File: config.mk
export PLATFORM = sky130hd
export DESIGN_NAME = instr_fetch_flat
export DESIGN_NICKNAME = d
export VERILOG_FILES = /design/src/rtl/core_pkg.sv /design/src/rtl/instr_fetch_if.sv /design/src/rtl/instr_fetch_pc_reg.sv /design/src/rtl/instr_fetch.sv /design/src/flat_wrapper.sv
export SDC_FILE = /design/constraint.sdc
export NUM_CORES = 1
export LEC_CHECK = 0
export CORE_ASPECT_RATIO = 0.9
export CORE_MARGIN = 1
export CORE_UTILIZATION = 40
export CTS_CLUSTER_DIAMETER = 60
export DETAILED_ROUTE_END_ITERATION = 8
export PLACE_DENSITY = 0.89
export SYNTH_ARGS = -nofsm -noshare
export SYNTH_HDL_FRONTEND = slang
export SYNTH_SLANG_ARGS = --single-unit
File: constraint.sdc
create_clock -name clk -period 4.05 [get_ports clk]
set_clock_uncertainty 0.2 [all_clocks]
set_input_delay 0.405 -clock clk [delete_from_list [all_inputs] [get_ports clk]]
set_output_delay 0.405 -clock clk [all_outputs]
set_load 0.1 [all_outputs]
File: src/rtl/core_pkg.sv
// -----------------------------------------------------------------------------
// core_pkg
// Shared definitions for the single-issue RISC-V core front end.
//   fetch_state_t : fetch controller states (REQ, WAIT, FULL, DROP)
//   NOP_INSTR     : canonical NOP (addi x0, x0, 0) loaded into Instr on reset
//   OP_*          : major opcode values seen in Instr[6:0]
// No ports (package).
// -----------------------------------------------------------------------------
package core_pkg;

   typedef enum logic [1:0] {
      REQ  = 2'd0,
      WAIT = 2'd1,
      FULL = 2'd2,
      DROP = 2'd3
   } fetch_state_t;

   localparam logic [31:0] NOP_INSTR = 32'h00000013;

   localparam logic [6:0] OP_R      = 7'b0110011;
   localparam logic [6:0] OP_I      = 7'b0010011;
   localparam logic [6:0] OP_LOAD   = 7'b0000011;
   localparam logic [6:0] OP_STORE  = 7'b0100011;
   localparam logic [6:0] OP_BRANCH = 7'b1100011;

endpackage

File: src/rtl/instr_fetch_if.sv
// -----------------------------------------------------------------------------
// instr_fetch_if
// Bundles the fetch stage's instruction-memory handshake, the decode-side
// handshake and the branch redirect input.
//   master : fetch stage view (drives ImemReq/ImemAddr and the decode outputs)
//   slave  : environment view (memory, decode and execute redirect)
// Signals:
//   ImemReq, ImemAddr[ADDR_W], ImemValid, ImemData[32]      memory side
//   InstrValid, InstrReady, Instr[32], Op[7], Funct3[3],
//   Funct7[7], PcOut[ADDR_W]                                decode side
//   Redirect, BranchTarget[ADDR_W]                          execute redirect
// -----------------------------------------------------------------------------
interface instr_fetch_if #(
   parameter int ADDR_W = 8
);
   logic              ImemReq;
   logic [ADDR_W-1:0] ImemAddr;
   logic              ImemValid;
   logic [31:0]       ImemData;

   logic              InstrValid;
   logic              InstrReady;
   logic [31:0]       Instr;
   logic [6:0]        Op;
   logic [2:0]        Funct3;
   logic [6:0]        Funct7;
   logic [ADDR_W-1:0] PcOut;

   logic              Redirect;
   logic [ADDR_W-1:0] BranchTarget;

   modport master (
      output ImemReq, ImemAddr, InstrValid, Instr, Op, Funct3, Funct7, PcOut,
      input  ImemValid, ImemData, InstrReady, Redirect, BranchTarget
   );

   modport slave (
      input  ImemReq, ImemAddr, InstrValid, Instr, Op, Funct3, Funct7, PcOut,
      output ImemValid, ImemData, InstrReady, Redirect, BranchTarget
   );
endinterface

File: src/rtl/instr_fetch_pc_reg.sv
// -----------------------------------------------------------------------------
// pc_reg
// Program counter with reset value, +4 increment and redirect mux.
// Ports:
//   clk, rst_n  : clock, synchronous active-low reset
//   inc         : advance PC by 4 (wraps modulo 2^ADDR_W)
//   redirect    : load target with bits [1:0] cleared; wins over inc
//   target      : redirect address
//   pc          : current program counter
// -----------------------------------------------------------------------------
module pc_reg #(
   parameter int                ADDR_W   = 8,
   parameter logic [ADDR_W-1:0] RESET_PC = '0
) (
   input  logic              clk,
   input  logic              rst_n,
   input  logic              inc,
   input  logic              redirect,
   input  logic [ADDR_W-1:0] target,
   output logic [ADDR_W-1:0] pc
);

   always_ff @(posedge clk) begin
      if (!rst_n) begin
         pc <= RESET_PC;
      end else if (redirect) begin
         pc <= {target[ADDR_W-1:2], 2'b00};
      end else if (inc) begin
         pc <= pc + ADDR_W'(4);
      end
   end

endmodule

File: src/rtl/instr_fetch.sv
// -----------------------------------------------------------------------------
// instr_fetch
// Fetch stage: holds the PC, requests words from instruction memory, latches
// the returned word into the instruction register and offers it to decode.
// A taken-branch redirect reloads the PC and discards wrong-path responses.
// Ports:
//   clk, rst_n : clock, synchronous active-low reset
//   bus        : instr_fetch_if.master (memory, decode and redirect signals)
//   StallCnt   : cycles with InstrValid & ~InstrReady (FETCH_PERF_CNT_EN only)
//   FlushCnt   : cycles with Redirect asserted        (FETCH_PERF_CNT_EN only)
// Optional feature macro: FETCH_PERF_CNT_EN adds the saturating counters.
// -----------------------------------------------------------------------------
module instr_fetch
   import core_pkg::*;
#(
   parameter int                ADDR_W   = 8,
   parameter logic [ADDR_W-1:0] RESET_PC = '0
) (
   input  logic            clk,
   input  logic            rst_n,
   instr_fetch_if.master   bus
`ifdef FETCH_PERF_CNT_EN
   ,
   output logic [15:0]     StallCnt,
   output logic [15:0]     FlushCnt
`endif
);

   fetch_state_t      state;
   fetch_state_t      state_nxt;
   logic [31:0]       instr_q;
   logic [ADDR_W-1:0] pc;
   logic              imem_req;
   logic              instr_valid;
   logic              capture;
   logic              accept;

   pc_reg #(
      .ADDR_W   (ADDR_W),
      .RESET_PC (RESET_PC)
   ) u_pc_reg (
      .clk      (clk),
      .rst_n    (rst_n),
      .inc      (accept),
      .redirect (bus.Redirect),
      .target   (bus.BranchTarget),
      .pc       (pc)
   );

   always_ff @(posedge clk) begin
      if (!rst_n) begin
         state <= REQ;
      end else begin
         state <= state_nxt;
      end
   end

   always_comb begin
      state_nxt = state;
      unique case (state)
         REQ, WAIT: begin
            if (bus.Redirect) begin
               // A response arriving with the redirect is simply dropped;
               // otherwise one is still in flight and must be absorbed.
               state_nxt = bus.ImemValid ? REQ : DROP;
            end else if (bus.ImemValid) begin
               state_nxt = FULL;
            end else begin
               state_nxt = WAIT;
            end
         end
         FULL: begin
            if (bus.Redirect || bus.InstrReady) begin
               state_nxt = REQ;
            end
         end
         DROP: begin
            // A redirect here only moves the PC; the stale response still
            // has to be swallowed, and it may arrive in this very cycle.
            if (bus.ImemValid) begin
               state_nxt = REQ;
            end
         end
         default: state_nxt = REQ;
      endcase
   end

   always_comb begin
      // Held low throughout reset so the request appears only after release.
      imem_req    = rst_n && (state == REQ);
      instr_valid = (state == FULL);
      capture     = ((state == REQ) || (state == WAIT)) && bus.ImemValid && !bus.Redirect;
      accept      = instr_valid && bus.InstrReady;
   end

   always_ff @(posedge clk) begin
      if (!rst_n) begin
         instr_q <= NOP_INSTR;
      end else if (capture) begin
         instr_q <= bus.ImemData;
      end
   end

   assign bus.ImemReq    = imem_req;
   assign bus.ImemAddr   = pc;
   assign bus.InstrValid = instr_valid;
   assign bus.Instr      = instr_q;
   assign bus.Op         = instr_q[6:0];
   assign bus.Funct3     = instr_q[14:12];
   assign bus.Funct7     = instr_q[31:25];
   // PC only moves on accept or redirect, both of which also empty Instr.
   assign bus.PcOut      = pc;

`ifdef FETCH_PERF_CNT_EN
   function automatic logic [15:0] sat_inc(input logic [15:0] v);
      return (v == 16'hFFFF) ? v : v + 16'd1;
   endfunction

   always_ff @(posedge clk) begin
      if (!rst_n) begin
         StallCnt <= '0;
         FlushCnt <= '0;
      end else begin
         if (instr_valid && !bus.InstrReady) begin
            StallCnt <= sat_inc(StallCnt);
         end
         if (bus.Redirect) begin
            FlushCnt <= sat_inc(FlushCnt);
         end
      end
   end
`endif

endmodule

File: src/flat_wrapper.sv
// flat-port wrapper written by rule: the top's interface ports become plain ports
module instr_fetch_flat import core_pkg::*;
#(
   parameter int                ADDR_W   = 8,
   parameter logic [ADDR_W-1:0] RESET_PC = '0
)
  (clk, rst_n, bus_ImemReq, bus_ImemAddr, bus_InstrValid, bus_Instr, bus_Op, bus_Funct3, bus_Funct7, bus_PcOut, bus_ImemValid, bus_ImemData, bus_InstrReady, bus_Redirect, bus_BranchTarget);
  instr_fetch_if #(.ADDR_W(ADDR_W)) bus_i ();
  input  logic clk;
  input  logic rst_n;
  output wire logic [$bits(bus_i.ImemReq)-1:0] bus_ImemReq;
  output wire logic [$bits(bus_i.ImemAddr)-1:0] bus_ImemAddr;
  output wire logic [$bits(bus_i.InstrValid)-1:0] bus_InstrValid;
  output wire logic [$bits(bus_i.Instr)-1:0] bus_Instr;
  output wire logic [$bits(bus_i.Op)-1:0] bus_Op;
  output wire logic [$bits(bus_i.Funct3)-1:0] bus_Funct3;
  output wire logic [$bits(bus_i.Funct7)-1:0] bus_Funct7;
  output wire logic [$bits(bus_i.PcOut)-1:0] bus_PcOut;
  input wire logic [$bits(bus_i.ImemValid)-1:0] bus_ImemValid;
  input wire logic [$bits(bus_i.ImemData)-1:0] bus_ImemData;
  input wire logic [$bits(bus_i.InstrReady)-1:0] bus_InstrReady;
  input wire logic [$bits(bus_i.Redirect)-1:0] bus_Redirect;
  input wire logic [$bits(bus_i.BranchTarget)-1:0] bus_BranchTarget;
  assign bus_ImemReq = bus_i.ImemReq;
  assign bus_ImemAddr = bus_i.ImemAddr;
  assign bus_InstrValid = bus_i.InstrValid;
  assign bus_Instr = bus_i.Instr;
  assign bus_Op = bus_i.Op;
  assign bus_Funct3 = bus_i.Funct3;
  assign bus_Funct7 = bus_i.Funct7;
  assign bus_PcOut = bus_i.PcOut;
  assign bus_i.ImemValid = bus_ImemValid;
  assign bus_i.ImemData = bus_ImemData;
  assign bus_i.InstrReady = bus_InstrReady;
  assign bus_i.Redirect = bus_Redirect;
  assign bus_i.BranchTarget = bus_BranchTarget;
  instr_fetch #(.ADDR_W(ADDR_W), .RESET_PC(RESET_PC)) u_core (.clk(clk), .rst_n(rst_n), .bus(bus_i));
endmodule
==> flow_summary.toml <==
[synthesis]
yosys-top-cells-count = "nand2_1, dfxtp_1, buf_4"
synth.area.top_cells = "dfxtp_1, nand2_1, buf_4, a21boi_0, a21boi_1"
seq_area_frac_synth_pct = 43.63
yosys.area.top_type = "dfxtp_1"
synth_area_sq_mm = 0.001836
synthCells = 218
async_flop_share_pct = 0
synthDistinctLibCells = 29
yosysMostFrequentCell = "nand2_1"
synth_ff_type = "dfxtp_1"
yosys.area.top_type_share_pct = 43.63
synth_enable_flop_cells = 0
ys_seq_elements = 40
syn_area_per_cell_sq_um = 8.420
ys_warn_count = 0

[timing]
finalSetupViolations = 0
hold_viol = 0
final_max_slew_viol_count = 0
rsz0062_at_grt = "no"
slew_headroom_pct = 33.78
period_needed_ns = 2.817
tightest_slew_ns = 0.9902
fin_crit_sh_pct = 69.56
holdWs_ns = 0.2548
final.setup.tns_ns = 0
max_freq_mhz = 355.0

[clocking]
clkLatencyLatePin_ns = 0.27
clock_path_buffers = 2
hold_buffers = 0
clkSlewWorstSetupHoldPaths_ns = 0.08
post_cts_resized = 0
cts_buffers = 5
post-cts-setup-buffer-count = 0
clock_sinks = 40
clockRootBuffer = "clkbuf_8"
cts_tree = "yes"
htreeDepth = 2

[detailed_routing]
drt.antenna.violating_nets = 0
wl_per_cell_microns = 11.88
viasPerCell = 4.654
dr.pass1.iters = 6
drc = 0
drt_iter0_drc = 49
vias = 1657
routed_wl_microns = 4230

[critical_path]
worstSetupEndpointType = "output pin"
worst_ep_arrival_time_ns = 2.21
reg2reg_slack_ns = 2.01
start_kind = "flip-flop"
worstSetupPathType = "flip-flop to output pin"
crit_path_max_fanout = 9
cp_data_required_time_ns = 3.44
timing.rr.start = "u_core.state[1]$_SDFFE_PN0P_"
startpoint = "u_core.state[1]$_SDFFE_PN0P_"
regToRegEndpoint = "u_core.bus.Instr[24]$_SDFFE_PN0P_"
reg2reg_depth = 3

[grt]
grt_usage_pct = 18.57
grt_first_pass_wirelength_microns = 6969
grt_max_degree = 42
antenna_found_initial = 0
first_global_vias = 1628
overflow = 0

[worst_hold_path]
hp-class = "flip-flop to flip-flop"
hold_start = "u_core.bus.Instr[20]$_SDFFE_PN0P_"
min_to = "u_core.bus.Instr[20]$_SDFFE_PN0P_"
min_path_cells = 2

[placed_design]
gp_congestion = 0.7079
dp_cells = 348
portBuffers = 105
dp_hpwl_microns = 3118

[floorplanning]
chipWidth_microns = 73.41
core_sq_mm = 0.004239
die_area_sq_mm = 0.004864
num_io_pins = 112
row_count = 22
die_h_microns = 66.27
start_util_pct = 43.30

[finish]
n_antenna_cell = 0
num-fill-cells = 394
drive_above_1_share_pct = 4.392
instances_no_fill = 356
largest_reg_flops = 32
nets = 343
syn_to_final_growth_pct = 54.33

[pwr]
vdd_ir_drop_max_mv = 0.2800
leakagePower_nw = 1.056
power.density_mw_per_mm2 = 426.2

[outcome]
outcome = "finished, final reports clean"

[run]
maxCapViolCount = 0
worst max-delay path, stage by stage (launching register included):
cell and delay, ns:
dfxtp_1 0.58, nor2b_1 0.20, clkdlybuf4s50_1 1.15
through the flow:
stage	cell area, sq um	power [mW]	setup WS (ns)	util, %
finish	2833	1.207	1.233	66.82
global route	2833	1.253	1.131	66.82
CTS	2833	1.217	1.239	66.82
detailed placement	2725	0.9067	1.573	64.29
global placement	2725	0.9015	1.583	64.29
floorplan	1847	0.8057	0.8196	-
how the worst max path moves through the flow:
stage	endpoint	slack [ns]
after floorplan	bus_ImemReq	0.82
after global placement	bus_InstrValid	1.58
after detailed placement	u_core.bus.Instr[24]$_SDFFE_PN0P_	1.57
after CTS	bus_InstrValid	1.24
after global routing	bus_InstrValid	1.13
final	bus_InstrValid	1.23
kinds of logic (layout without fill, tap and decap cells):
| logic type | Yosys count | after routing | synth area share [%] |
|---|---|---|---|
| AOI/OAI and AO/OA | 47 | 47 | 17.72 |
| xor gates and xnor gates | 2 | 2 | 0.9545 |
| adders and majority gates | 3 | 3 | 2.045 |
| buffers and inverters | 43 | 118 | 15.13 |
| DFF | 40 | 40 | 43.63 |
| muxes | 1 | 1 | 0.5454 |
| other | 1 | 4 | 0.2043 |
| and+or+nand+nor | 81 | 81 | 19.77 |
metal layers:
| layer | vias to the layer above | track usage, % | part of all wire (%) | wire length (microns) |
|---|---|---|---|---|
| li1 | 837 | - | - | - |
| met5 | - | 0 | 0 | 0 |
| met3 | 8 | 4.726 | 7.3 | 309 |
| met2 | 70 | 35.65 | 50 | 2103 |
| met4 | 0 | 6.731 | 1.5 | 62 |
| met1 | 742 | 19.27 | 41 | 1754 |
final cells by class:
type	instances	area (sq um)	area share [%]
multi-input cells	138	774.5	27.34
clock inverters	2	35.03	1.237
repair buffers	107	1064	37.54
flip-flops and latches	40	800.8	28.27
inverters	3	11.26	0.3975
clock buffers	6	72.57	2.562
well taps	60	75.07	2.650
placed cells by master (no fill, tap or decap), types with 2 or more instances in the layout:
master	count
inv_1	3
nand3_1	6
a21oi_1	3
xor2_1	2
o21ai_0	9
a21boi_0	18
nand2_1	65
buf_4	3
or3_1	2
clkbuf_8	5
clkdlybuf4s50_1	104
a31oi_1	3
conb_1	4
dfxtp_1	40
ha_1	3
a21boi_1	11
where the power goes:
part	internal, mW	total (mW)	leakage, nW	switching, mW
Sequential	0.416	0.438	0.328	0.0219
Clock	0.183	0.311	0.0552	0.128
Combinational	0.119	0.458	0.673	0.339
Total	0.718	1.21	1.06	0.489
(Power assumes the default switching activity.)
